<file path="config.mk">
export PLATFORM = sky130hd
export DESIGN_NAME = a2_ring_decoder
export DESIGN_NICKNAME = d
export VERILOG_FILES = /design/src/rtl/a2_ring_pkg.sv /design/src/rtl/a2_ring_check.sv /design/src/rtl/a2_ring_decoder.sv
export SDC_FILE = /design/constraint.sdc
export NUM_CORES = 1
export LEC_CHECK = 0
export CAP_MARGIN = 20
export CORE_ASPECT_RATIO = 0.5
export CORE_MARGIN = 2
export CORE_UTILIZATION = 42
export CTS_CLUSTER_SIZE = 12
export DETAILED_ROUTE_END_ITERATION = 7
export PLACE_DENSITY = 0.65
export SETUP_SLACK_MARGIN = 0.1
export SYNTH_ARGS = -nofsm -noshare
export SYNTH_HDL_FRONTEND = slang
export SYNTH_SLANG_ARGS = --single-unit
export TNS_END_PERCENT = 100
</file>
<file path="constraint.sdc">
create_clock -name SIM_CLK -period 3.9 [get_ports SIM_CLK]
set_input_delay 0.39 -clock SIM_CLK [delete_from_list [all_inputs] [get_ports SIM_CLK]]
set_output_delay 0.39 -clock SIM_CLK [all_outputs]
set_load 0.02 [all_outputs]
</file>
<file path="src/rtl/a2_ring_pkg.sv">
// Shared A2 timing definitions: legal Johnson ring codes, code-to-index lookup
// and the decoder state type.
package a2_ring_pkg;

  localparam int unsigned RING_LEN = 10;

  // Codes are {P05..P01}; entry i is ring index i.
  localparam logic [4:0] RING_CODES [RING_LEN] = '{
    5'b00000, 5'b00001, 5'b00011, 5'b00111, 5'b01111,
    5'b11111, 5'b11110, 5'b11100, 5'b11000, 5'b10000
  };

  typedef enum logic {
    HUNT   = 1'b0,
    LOCKED = 1'b1
  } ring_st_t;

  // Returns {valid, idx[3:0]}; idx is 0 when the code is not in the table.
  function automatic logic [4:0] ring_idx(input logic [4:0] code);
    logic [4:0] r;
    r = '0;
    for (int unsigned i = 0; i < RING_LEN; i++) begin
      if (code == RING_CODES[i]) r = {1'b1, 4'(i)};
    end
    return r;
  endfunction

  function automatic logic [3:0] ring_next(input logic [3:0] idx);
    return (idx == 4'(RING_LEN - 1)) ? 4'd0 : idx + 4'd1;
  endfunction

endpackage

</file>
<file path="src/rtl/a2_ring_check.sv">
// Combinational ring checker: complement, legality and step-order faults on the
// registered ring bus, plus the decoded index of the current code.
module a2_ring_check
  import a2_ring_pkg::*;
(
  input  logic [4:0] CODE,
  input  logic [4:0] CODE_N,
  input  logic [4:0] PREV,
  output logic       F_CMP,
  output logic       F_ILL,
  output logic       F_SEQ,
  output logic       CHG,
  output logic [3:0] IDX
);

  logic [4:0] cur;
  logic [4:0] prv;

  always_comb begin
    cur   = ring_idx(CODE);
    prv   = ring_idx(PREV);
    CHG   = (CODE != PREV);
    F_CMP = (CODE != ~CODE_N);
    F_ILL = !cur[4];
    // Leaving an illegal code has no defined successor, so it is never a clean step.
    F_SEQ = CHG && cur[4] && (!prv[4] || (cur[3:0] != ring_next(prv[3:0])));
    IDX   = cur[3:0];
  end

endmodule

</file>
<file path="src/rtl/a2_ring_decoder.sv">
// A2 ring decoder: registers the ring bus, supervises it for faults and stalls,
// and drives one-hot time pulses once locked.
module a2_ring_decoder
  import a2_ring_pkg::*;
#(
  parameter int unsigned LOCK_CNT  = 2,
  parameter int unsigned STALL_MAX = 16,
  parameter int unsigned ERR_W     = 4
) (
  input  logic             SIM_CLK,
  input  logic             SIM_RST,
  input  logic [4:0]       P,
  input  logic [4:0]       P_,
  input  logic             STOP,
  output logic [9:0]       T,
  output logic [3:0]       TIDX,
  output logic             TPGOOD,
  output logic             TPALM,
  output logic [ERR_W-1:0] ERRCNT
);

  localparam int unsigned    STW        = $clog2(STALL_MAX) + 1;
  localparam int unsigned    CW         = $clog2(LOCK_CNT) + 1;
  localparam logic [STW-1:0] STALL_LAST = STW'(STALL_MAX - 1);
  localparam logic [CW-1:0]  LOCK_LAST  = CW'(LOCK_CNT - 1);

  logic [4:0]       p_q, pn_q, prev_q;
  logic             stop_q;
  logic [STW-1:0]   stall_q, stall_d;
  logic [CW-1:0]    cnt_q, cnt_d;
  ring_st_t         st_q, st_d;
  logic [9:0]       t_q, t_d;
  logic [3:0]       tidx_q, tidx_d;
  logic             good_q, good_d;
  logic             alm_q, alm_d;
  logic [ERR_W-1:0] err_q, err_d;

  logic       f_cmp, f_ill, f_seq, f_stl, chg, fault;
  logic [3:0] idx;

  a2_ring_check u_check (
    .CODE   (p_q),
    .CODE_N (pn_q),
    .PREV   (prev_q),
    .F_CMP  (f_cmp),
    .F_ILL  (f_ill),
    .F_SEQ  (f_seq),
    .CHG    (chg),
    .IDX    (idx)
  );

  // The timer saturates one short of the limit so a continuing stall keeps faulting.
  assign f_stl = !stop_q && !chg && (stall_q == STALL_LAST);
  assign fault = f_cmp | f_ill | f_seq | f_stl;

  always_comb begin
    stall_d = stall_q;
    if (chg) begin
      stall_d = '0;
    end else if (!stop_q && (stall_q != STALL_LAST)) begin
      stall_d = stall_q + 1'b1;
    end

    st_d   = st_q;
    cnt_d  = cnt_q;
    t_d    = '0;
    tidx_d = '0;
    good_d = 1'b0;
    alm_d  = 1'b0;
    err_d  = err_q;

    unique case (st_q)
      HUNT: begin
        if (fault) begin
          cnt_d = '0;
        end else if (chg) begin
          if (cnt_q == LOCK_LAST) begin
            st_d   = LOCKED;
            cnt_d  = '0;
            t_d    = 10'd1 << idx;
            tidx_d = idx;
            good_d = 1'b1;
          end else begin
            cnt_d = cnt_q + 1'b1;
          end
        end
      end
      LOCKED: begin
        if (fault) begin
          st_d  = HUNT;
          cnt_d = '0;
          alm_d = 1'b1;
          if (err_q != '1) err_d = err_q + 1'b1;
        end else begin
          t_d    = 10'd1 << idx;
          tidx_d = idx;
          good_d = 1'b1;
        end
      end
    endcase
  end

  always_ff @(posedge SIM_CLK) begin
    if (SIM_RST) begin
      p_q     <= '0;
      pn_q    <= '1;
      prev_q  <= '0;
      stop_q  <= 1'b0;
      stall_q <= '0;
      cnt_q   <= '0;
      st_q    <= HUNT;
      t_q     <= '0;
      tidx_q  <= '0;
      good_q  <= 1'b0;
      alm_q   <= 1'b0;
      err_q   <= '0;
    end else begin
      p_q     <= P;
      pn_q    <= P_;
      prev_q  <= p_q;
      stop_q  <= STOP;
      stall_q <= stall_d;
      cnt_q   <= cnt_d;
      st_q    <= st_d;
      t_q     <= t_d;
      tidx_q  <= tidx_d;
      good_q  <= good_d;
      alm_q   <= alm_d;
      err_q   <= err_d;
    end
  end

  assign T      = t_q;
  assign TIDX   = tidx_q;
  assign TPGOOD = good_q;
  assign TPALM  = alm_q;
  assign ERRCNT = err_q;

endmodule
</file>
==> metrics.md <==
| Metric | Value |
|---|---|
| Maximum VDD drop | roughly 0.00014 V |
| GP Congestion | ~0.95 |
| Hold depth | 2 |
| HP Class | reg -> reg |
| Worst Setup End Kind | flip-flop |
| Clock buffer depth | 2 |
| Fin. max-slew vios | 0 |
| Vias in the first global route | 1397 |
| Die Wd | 103 um |
| Die ar. | approximately 5500 sq um |
| Clock transition at path regs | 80 ps |
| Vias per cell | between 5 and 6 |
| Most frequent cells in the layout | dfxtp_1 (43), clkdlybuf4s50_1 (32), nor2_1 (26), xnor2_1 (15), nand2_1 (15) |
| # port buffers | 32 |
| I/O Pins | 33 |
| Drt pass-1 iters | 4 |
| Fill cell count | approximately 430 |
| RSZ-0062 raised after global routing | no |
| Synthesized net count | 240 |
| MaxCap Viol Count | 0 |
| Layout cell share with drive strength beyond 1 | 0.139 |
| DIE HEIGHT | 53.7 um |
| GRT overflow | 0 |
| Largest net degree at the start of global routing | 26 |
| Power Density | 386 nW/um^2 |
| Nets | roughly 270 |
| # Post-CTS Setup Buffers | 0 |
| Cts hold-fix bufs | 0 |
| Crit Path Class | reg -> reg |
| Worst R2R Path Depth | 7 |
| DR vias | between 1.5k and 2k |
| Tot GR Track Use | 0.169 |
| Core ar. | approximately 4600 sq um |
| Final setup viols | 0 |
| DRT iter0 DRCs | 110 |
| H-tree lvl count | 2 |
| Ys Warns | 0 |
| Pleak | about 0.9 nW |
| Yosys cell types | 53 |
| Reg area | roughly 860 sq um |
| Diode count | 0 |
| Worst Hold Slack | roughly 430 ps |
| Initial antenna violation count | 0 |
| First-pass GRT wire length | between 6000 and 7000 um |
| Synthesized area | 2070 sq um |
| Worst-Margin Slew | approximately 850 ps |
| DRC errors left | 0 |
| Antenna Nets Post-Route | 0 |
| Slew headroom | 0.429 |
| CTS tree | done |
| Worst skew pair latency | between 300 and 400 ps |
| Total power | just under 1 mW |
| Post-synth EDFFs | 0 |
| Worst Path Required | ~4100 ps |
| HPWL after DPL | 3140 um |
| Post-layout minimum cycle time | 2540 ps |
| Multi-input logic area | approximately 1100 sq um |
| Syn Area/Cell | between 9 and 10 sq um |
| Register area share after synthesis | 0.416 |
| Dpl cell area | 2380 sq um |
| Final Cell Area | 2520 sq um |
| Sinks on Clock Net | 43 |
| Layout area overhead | 21.7% |
| Endpoints failing hold | 0 |
| Final setup skew | slightly above 7 ps |
| TNS Setup | 0 ps |
| Arr. time, crit path | 2710 ps |
| Clock buffers created by TritonCTS | 5 |
| DR WL/cell | ~13 um |
| Outcome | complete, no violations |
| CTS Root Cell | clkbuf_8 |
| Top FF cell, synth | dfxtp_1 |
| Initial Util | 0.453 |
| Highest Clock Rate | roughly 400 MHz |
| Most common cell after layout, fill and taps aside | dfxtp_1 |
| Site row count | 17 |
| Resized cells post-CTS | 0 |
| Final WL | roughly 4300 um |
| Final worst-path cycle share | 0.651 |
| Synth Register Bits | 43 |
| Synth async-reset ratio | 0 |
| Critical Path Source Type | flip-flop |
| Crit-path max FO | 12 |
| Post-Syn Instances | roughly 220 |
==> report_power, final <==
part	switching, mW	internal (mW)
Clock	0.158	0.255
Sequential	0.0170	0.448
Combinational	0.0463	0.0488
Total	0.221	0.752
==> kinds of logic after synthesis <==
logic type,share of synthesized area
simple gates,0.265
flops,0.416
compound gates,0.134
xor+xnor,0.0925
buf+inv,0.0580
mux,0.0169
fa+ha+maj,0.0181
==> per-layer routing <==
metal  GRT usage  routed length [um]  vias up
li1            -                   -      823
met1       0.256                2280      735
met2       0.216                1630       53
met3      0.0416                 295        5
met4      0.0833                  65        0
met5           0                   0        -
==> worst max-delay path, cell delays in order (launching register included) <==
cell	delay (ps)
dfxtp_1	590
nand2_1	210
o32ai_1	470
xnor2_1	180
o2111a_1	280
a21bo_4	180
nand2_1	110
nor4_1	390
==> through the flow <==
step | std cells | worst slack, ps | util
after detailed placement | 310 | 1480 | 0.521
after global routing | 318 | 1280 | 0.551
after floorplan | 224 | 1800 | -
after CTS | 318 | 1450 | 0.551
after global placement | 310 | 1470 | 0.521
final | 318 | 1360 | 0.551
==> path summary, 6_finish.rpt <==
| path | startpoint | endpoint | slack, ps |
|---|---|---|---|
| worst max register to register | p_q[1]$_SDFF_PP0_ | T[9]$_SDFF_PP0_ | 1360 |
| worst max-delay path | p_q[1]$_SDFF_PP0_ | T[9]$_SDFF_PP0_ | 1360 |
| worst min register to register | cnt_q[1]$_SDFFE_PP0P_ | cnt_q[1]$_SDFFE_PP0P_ | 430 |
| worst min-delay path | cnt_q[1]$_SDFFE_PP0P_ | cnt_q[1]$_SDFFE_PP0P_ | 430 |
==> synthesized netlist by cell type, types with 3 or more instances <==
library cell,count,share of area
nand2b_1,8,0.024
nand2_1,15,0.027
nand3_1,4,0.0097
a21oi_1,6,0.015
xor2_1,5,0.021
buf_2,3,0.0072
ha_1,3,0.018
or2_2,7,0.021
nor4_1,7,0.021
nor3_2,3,0.015
xnor2_1,15,0.063
nor2_1,26,0.047
inv_1,7,0.013
o21ai_0,5,0.012
buf_4,3,0.011
nor3_1,6,0.015
buf_6,4,0.022
nand4_1,4,0.012
nor2b_1,9,0.027
a31oi_1,3,0.0091
dfxtp_1,43,0.42
==> sequential cells by signal, indices dropped and copies added (netlist names) <==
register / cells
T: 10
stop_q: 1
TIDX: 4
ERRCNT: 4
stall_q: 5
p_q: 5
TPALM: 1
prev_q: 5
pn_q: 5
TPGOOD: 1
cnt_q: 2
==> area by class of cell <==
cell class,count,share of cell area
clock inverter,3,0.0268
multi-input combinational,161,0.432
sequential,43,0.342
timing repair buffer,32,0.127
clock buffer,5,0.0273
inverter,8,0.0119
tap,66,0.0328
Power figures use the tool's default switching activity.
